## src/rtl/core_seq_pkg.sv

```systemverilog
// Shared types and constants for the core sequencer: FSM states, halt codes, reset PC.
package core_seq_pkg;

    localparam int          XLEN_DEF     = 64;
    localparam logic [63:0] RESET_PC_DEF = 64'h0000_0000_8000_0000;

    typedef enum logic [2:0] {
        FETCH = 3'd0,
        IWAIT = 3'd1,
        EXEC  = 3'd2,
        MEM   = 3'd3,
        MWAIT = 3'd4,
        WB    = 3'd5,
        HALT  = 3'd6
    } seq_state_e;

    localparam logic [1:0] HALT_NONE      = 2'd0;
    localparam logic [1:0] HALT_ZERO_INST = 2'd1;
    localparam logic [1:0] HALT_MISALIGN  = 2'd2;

endpackage

```

## src/rtl/core_seq_perf.sv

```systemverilog
// Free-running cycle and retired-instruction counters; only built when CORE_SEQ_PERF_EN is defined.
module core_seq_perf (
    input  logic        clk,
    input  logic        rst_n,
    input  logic        count_en,
    input  logic        retire,
    output logic [63:0] cycle_cnt,
    output logic [63:0] instret_cnt
);

    always_ff @(posedge clk or negedge rst_n) begin
        if (!rst_n) begin
            cycle_cnt   <= '0;
            instret_cnt <= '0;
        end else begin
            if (count_en) cycle_cnt <= cycle_cnt + 64'd1;
            if (retire) instret_cnt <= instret_cnt + 64'd1;
        end
    end

endmodule

```

## src/rtl/core_seq_ctrl.sv

```systemverilog
// Multi-cycle fetch/exec/mem/write-back sequencer owning PC and IR.
// Optional perf counters are enabled with `define CORE_SEQ_PERF_EN.
import core_seq_pkg::*;

module core_seq_ctrl #(
    parameter int              XLEN     = XLEN_DEF,
    parameter logic [XLEN-1:0] RESET_PC = RESET_PC_DEF[XLEN-1:0]
) (
    input  logic            clk,
    input  logic            rst_n,
    output logic            imem_req,
    output logic [XLEN-1:0] imem_addr,
    input  logic            imem_gnt,
    input  logic            imem_rvalid,
    input  logic [31:0]     imem_rdata,
    output logic            dmem_req,
    input  logic            dmem_gnt,
    input  logic            dmem_rvalid,
    output logic [XLEN-1:0] pc,
    output logic [31:0]     inst,
    input  logic            dec_mem,
    input  logic            dec_wb,
    input  logic [XLEN-1:0] next_pc,
    output logic            rf_we,
    output logic            halted,
    output logic [1:0]      halt_code,
    output logic [63:0]     cycle_cnt,
    output logic [63:0]     instret_cnt,
    output logic [2:0]      state_dbg
);

    // Handshake: a request is held (with a stable address) until its grant is
    // sampled; data/ack arrives with rvalid in the grant cycle or any later
    // cycle, and no new request on the same port is issued before that rvalid.

    seq_state_e state, nxt;
    logic [1:0] nxt_code;
    logic       capture;

    always_comb begin
        nxt      = state;
        nxt_code = halt_code;
        case (state)
            FETCH: if (imem_req && imem_gnt) nxt = imem_rvalid ? EXEC : IWAIT;
            IWAIT: if (imem_rvalid) nxt = EXEC;
            EXEC: begin
                if (inst == 32'd0) begin
                    nxt      = HALT;
                    nxt_code = HALT_ZERO_INST;
                end else if (next_pc[1:0] != 2'b00) begin
                    nxt      = HALT;
                    nxt_code = HALT_MISALIGN;
                end else if (dec_mem) begin
                    nxt = MEM;
                end else begin
                    nxt = WB;
                end
            end
            MEM:   if (dmem_req && dmem_gnt) nxt = dmem_rvalid ? WB : MWAIT;
            MWAIT: if (dmem_rvalid) nxt = WB;
            WB:    nxt = FETCH;
            HALT:  nxt = HALT;
            default: nxt = HALT;
        endcase
    end

    // An instruction response is only meaningful after our own grant.
    assign capture = (state == FETCH && imem_req && imem_gnt && imem_rvalid) ||
                     (state == IWAIT && imem_rvalid);

    // Outputs are registered from the next state so they line up with it.
    always_ff @(posedge clk or negedge rst_n) begin
        if (!rst_n) begin
            state     <= FETCH;
            pc        <= RESET_PC;
            inst      <= '0;
            imem_req  <= 1'b0;
            dmem_req  <= 1'b0;
            rf_we     <= 1'b0;
            halted    <= 1'b0;
            halt_code <= HALT_NONE;
        end else begin
            state     <= nxt;
            imem_req  <= (nxt == FETCH);
            dmem_req  <= (nxt == MEM);
            rf_we     <= (nxt == WB) && dec_wb;
            halted    <= (nxt == HALT);
            halt_code <= nxt_code;
            if (capture) inst <= imem_rdata;
            if (state == WB) pc <= next_pc;
        end
    end

    assign imem_addr = pc;
    assign state_dbg = state;

`ifdef CORE_SEQ_PERF_EN
    core_seq_perf u_perf (
        .clk         (clk),
        .rst_n       (rst_n),
        .count_en    (!halted),
        .retire      (state == WB),
        .cycle_cnt   (cycle_cnt),
        .instret_cnt (instret_cnt)
    );
`else
    assign cycle_cnt   = '0;
    assign instret_cnt = '0;
`endif

endmodule

```

## config.mk

```make
export PLATFORM = sky130hd
export DESIGN_NAME = core_seq_ctrl
export DESIGN_NICKNAME = d
export VERILOG_FILES = /design/src/rtl/core_seq_pkg.sv /design/src/rtl/core_seq_perf.sv /design/src/rtl/core_seq_ctrl.sv
export SDC_FILE = /design/constraint.sdc
export NUM_CORES = 1
export LEC_CHECK = 0
export CAP_MARGIN = 20
export CORE_AREA = 2 2 158 160
export CTS_CLUSTER_SIZE = 28
export DETAILED_ROUTE_END_ITERATION = 6
export DIE_AREA = 0 0 160 162
export GPL_ROUTABILITY_DRIVEN = 0
export HOLD_SLACK_MARGIN = 0.06
export MAX_ROUTING_LAYER = met4
export PLACE_DENSITY = 0.54
export SYNTH_ARGS = -nofsm -noshare
export SYNTH_HDL_FRONTEND = slang
export SYNTH_SLANG_ARGS = --single-unit
```

## constraint.sdc

```tcl
create_clock -name clk -period 1.7 [get_ports clk]
set_input_delay 0.51 -clock clk [delete_from_list [all_inputs] [get_ports clk]]
set_output_delay 0.51 -clock clk [all_outputs]
set_load 0.02 [all_outputs]
```

# --- Word-level counts from Yosys, hierarchy flattened ---
# Index checks and enable logic that the tools add are counted.
classes:
  n_mux: 12
  reduce_logical: 14
  n_eq_ne: 8
op_table:
  columns: ["operator", "n"]
  rows:
  - ["32-bit logical NOT", 1]
  - ["3-bit 2-to-1 mux", 7]
  - ["3-bit one-hot mux with 6 select lines", 1]
  - ["3-bit == test (second input constant)", 4]
  - ["3-bit by 2-bit == test with 1-bit output (second input constant)", 3]
  - ["1-bit logical AND", 7]
  - ["3-bit logical NOT", 2]
  - ["2-bit 2-to-1 mux", 3]
  - ["2-bit nonzero test", 2]
  - ["3-bit by 1-bit == test with 1-bit output (second input constant)", 1]
  - ["2-bit AND reduction", 1]
  - ["1-bit logical OR", 1]
  - ["1-bit 2-to-1 mux", 1]
word_totals:
  register_bits: 105
  inputBits: 104
  word_cells: 42

# --- Logic depth before layout (Yosys ltp) ---
depth:
  ltp_word: 6
  ltp_mapped: 6
  mapped_depth_nobuf: 5

# --- Worst setup path after synthesis ---
# No wires, ideal clock.
synth_path:
  path_type: "register -> register"
  from: "reg state[1] (netlist: state_dbg[1])"
  to: "reg pc[0] (netlist: imem_addr[0])"
  stages_incl_launch_ff: 6
  path_buffers: 3
  setup_slack_ps: 92
  period_less_slack_ps: 1608
  setup_ps: 125
  required_ps: 1575
  arrival_ps: 1483
  cell_sequence: "dfrtp_1 -> buf_2 -> nand3b_1 -> buf_2 -> buf_2 -> mux2_2"
synth_between:
  elab_chain_len: 1
synth_rtl:
  columns: ["element", "line_no", "text"]
  rows:
  - ["start: declaration", "core_seq_ctrl.sv:36", "seq_state_e state, nxt;"]
  - ["start signal: assignment", "core_seq_ctrl.sv:83", "state <= nxt;"]
  - ["3-bit == test", "core_seq_ctrl.sv:90", "if (state == WB) pc <= next_pc;"]
  - ["end signal: assignment", "core_seq_ctrl.sv:90", null]
  - ["end: declaration", "core_seq_ctrl.sv:19", "output logic [XLEN-1:0] pc,"]
# No other way between the ends.
# A chain may end at the register's enable or synchronous reset.

# --- Worst setup path in the final report ---
layout_path:
  from: "reg state[0] (netlist: state_dbg[0])"
  to: "out state_dbg[0]"
layout_lines:
  columns: ["element", "line_no", "text"]
  rows:
  - ["end: declaration", "core_seq_ctrl.sv:29", "output logic [2:0] state_dbg"]
# No word-level cell between the ends.

==> summary.txt <==
Clocking
  – Num CTS Buffers: 9
  – CTS H-tree lvls: 3
  – CTS tree: done
  – Longest Clk Path Bufs: 2
  – Clock Latency Late Sink: approximately 0.34 ns
  – CTS clk-pin slew, worst paths: roughly 0.07 ns
  – CTS root buffer: clkbuf_16
  – Clock sinks: approximately 110

Global route
  – Global Route met1 Usage: around an eighth
  – Met3 Track Usage GR: under 10%
  – Initial antenna violation count: 0
  – Busiest layer in global routing: met2
  – First-pass GRT wire length: about 21 mm
  – Vias in the first global route: between 3,000 and 4,000
  – Largest net degree at the start of global routing: 51
  – Overflow after GRT: 0
  – Met2 GRT Util: roughly 17%
  – GRT Overall Usage: between 10% and 20%

Logic synthesis
  – Synth cell types: 30
  – EDFF count, synth: 0
  – Post-Syn Instances: about 450
  – Mux contribution to synthesized area: 19.65%
  – Avg Inst Size Synth: between 10 and 15 um^2
  – Register area share after synthesis: ~48%
  – Synth async-reset ratio: between 90% and 100%
  – List of most frequent post-synthesis cells: buf_4, dfrtp_1, mux2_2
  – XOR/XNOR Fraction of Synth Area: 0%
  – Synth Area in Adders: 0%
  – Main synth FF type: dfrtp_1
  – Largest family of logic cells by synthesized area: buffers and inverters
  – Post-synth top area share: 47.32%
  – Cell area after synthesis: around 5500 um^2
  – Synth Area in Compound Gates: under 10%
  – Synth Area in Simple Gates: ~3.0%
  – Most frequent cell after synthesis: buf_4
  – Yosys warns: 0
  – Yosys reg bits: about 110
  – Top cells by area, synth: dfrtp_1, buf_4, mux2_2
  – Area leader, netlist: dfrtp_1

Timing
  – Layout Skew: ~0.008 ns
  – # setup viols final: 0
  – Fmax: 600.8 MHz
  – RSZ-0062 raised after global routing: true
  – Slew Limit Fails: 0
  – Final critical-path required period: roughly 1.7 ns
  – Hold slack: between 0.4 and 0.5 ns
  – Fin crit share: a little over nine tenths
  – Final Hold Viols: 0

Die
  – FP Rows: 57
  – Die height: around 160 um
  – Die Wd: 160 um
  – Initial core utilization: 22.82%
  – Core Footprint: about 24,000 um^2
  – Die Area: 25,920 um^2
  – Top Ports: 401

Finish
  – Non-filler instance count after layout: about 1,000
  – Layout cell share with drive strength beyond 1: approximately a quarter
  – Final design utilization: 33.32%
  – Fin nets: around 800
  – Fill cells: roughly 2,500
  – Area delta synth->final: 46.02%
  – Antenna diodes: 0

Routing
  – Wire per inst: between 10 and 15 um
  – Via count: between 3,000 and 4,000
  – WL final: 14.21 mm
  – DR pass1 iterations: 4
  – Drt via density: 3.538
  – Antenna-violating nets left: 0
  – Violation count after the first detailed-route iteration: roughly 110
  – Residual DRC: 0

Placement
  – HPWL Detailed: ~11 mm
  – Placed cells: ~1,000
  – Port Buffers: approximately 270

Critical path
  – CP max stage delay: 0.46 ns
  – CP Cell Sequence: clkdlybuf4s15_1
  – CP Data Required Time: 1.19 ns
  – Critical Path Sink Type: output pin
  – CP max FO: 7
  – Top delay family on crit path: flip-flops
  – Arr. time, crit path: roughly 1.2 ns
  – CP Launch Type: register
  – Critical Setup Path Class: reg -> out
  – CP max stage cell: dfrtp_1
  – CP bufs+invs: 1

Flow run
  – Max Cap Viol: 0

Run status
  – Status: complete, no violations

Power and ir drop
  – VDD IR-drop max: between 0.0007 and 0.0008 V
  – Pwr per Cell Area: 1910 nW/um^2
  – Leakage: 0.003794 uW

Hold path
  – Worst hold path class: reg -> reg
final timing paths:
| check | startpoint | to | slack (ns) | cells after the start |
|---|---|---|---|---|
| max | state_dbg[0] | state_dbg[0] | 0.04 | 1 |
| min | halt_code[1] | halt_code[1] | 0.50 | 1 |
| max reg2reg | inst[6] | imem_req | 0.04 | 5 |
| min reg2reg | halt_code[1] | halt_code[1] | 0.50 | 1 |
| max in group asynchronous | rst_n | imem_addr[31] | 0.53 | 3 |
| min in group asynchronous | rst_n | inst[25] | 0.56 | 2 |
state kept, by name (all words and copies together) (netlist names):
| name | count |
|---|---|
| imem_addr | 64 |
| inst | 32 |
| state_dbg | 3 |
| halt_code | 2 |
| dmem_req | 1 |
| halted | 1 |
| imem_req | 1 |
| rf_we | 1 |
power by group:
group	switching [uW]	internal, uW	total, uW
combinational	4740	3850	8590
clock	944	1140	2080
sequential	914	3760	4670
metal layers:
layer,vias up,part of all wire (%),wire length (um)
met5,-,0,0
met4,0,1.0,145
met3,9,11,1540
met2,216,48,6862
met1,1717,40,5663
li1,1663,-,-
per-stage QoR:
step	power, uW	setup slack, ns	setup TNS (ns)	area [um^2]
2_1_floorplan	10540	0.09242	0	5977
3_3_place_gp	14810	-0.2513	-8.278	7926
3_5_place_dp	14820	-0.2279	-7.883	7926
4_1_cts	15710	-0.03401	-0.08984	8088
5_1_grt	16290	-0.1126	-0.4168	8031
6_report	15340	0.03567	0	8031
logic make-up (layout without fill, tap and decap cells):
family	Yosys count	after routing
other cells	1	128
compound gates	14	14
mux	96	96
flops	105	105
simple gates	28	28
buf+inv	207	324
placed cells by master, fill, tap and decap left out, types with 2 or more instances in the layout:
cell type	instances
dfrtp_1	104
conb_1	128
nor2_1	4
o21ai_0	2
nor4_2	4
clkdlybuf4s50_1	102
clkbuf_2	12
nor4_1	4
mux2_2	96
nand2_1	5
clkdlybuf4s15_2	12
buf_4	29
nor2b_1	2
buf_12	6
nand4_1	2
nand3b_1	2
dlygate4sd2_1	138
clkbuf_16	9
inv_1	3
clkdlybuf4s15_1	6
layout make-up:
cell class	instances	area [um^2]	share of cell area, %
well taps	324	405.4	5.048
repair buffers	306	2833	35.27
flip-flops and latches	105	2629	32.73
clock buffers	10	229.0	2.851
multi-input cells	266	1866	23.23
clock inverters	4	55.05	0.6855
inverters	4	15.01	0.1869
what timing repair did:
item                                    CTS  global route
cloned                                    0             0
setup buffers                             1             0
hold buffers                              1             0
endpoints found under the setup margin  172            21
gates resized for setup                 213            16
hold endpoints to repair                 12             0
pin swaps                                 5             2
Power figures use the tool's default switching activity.
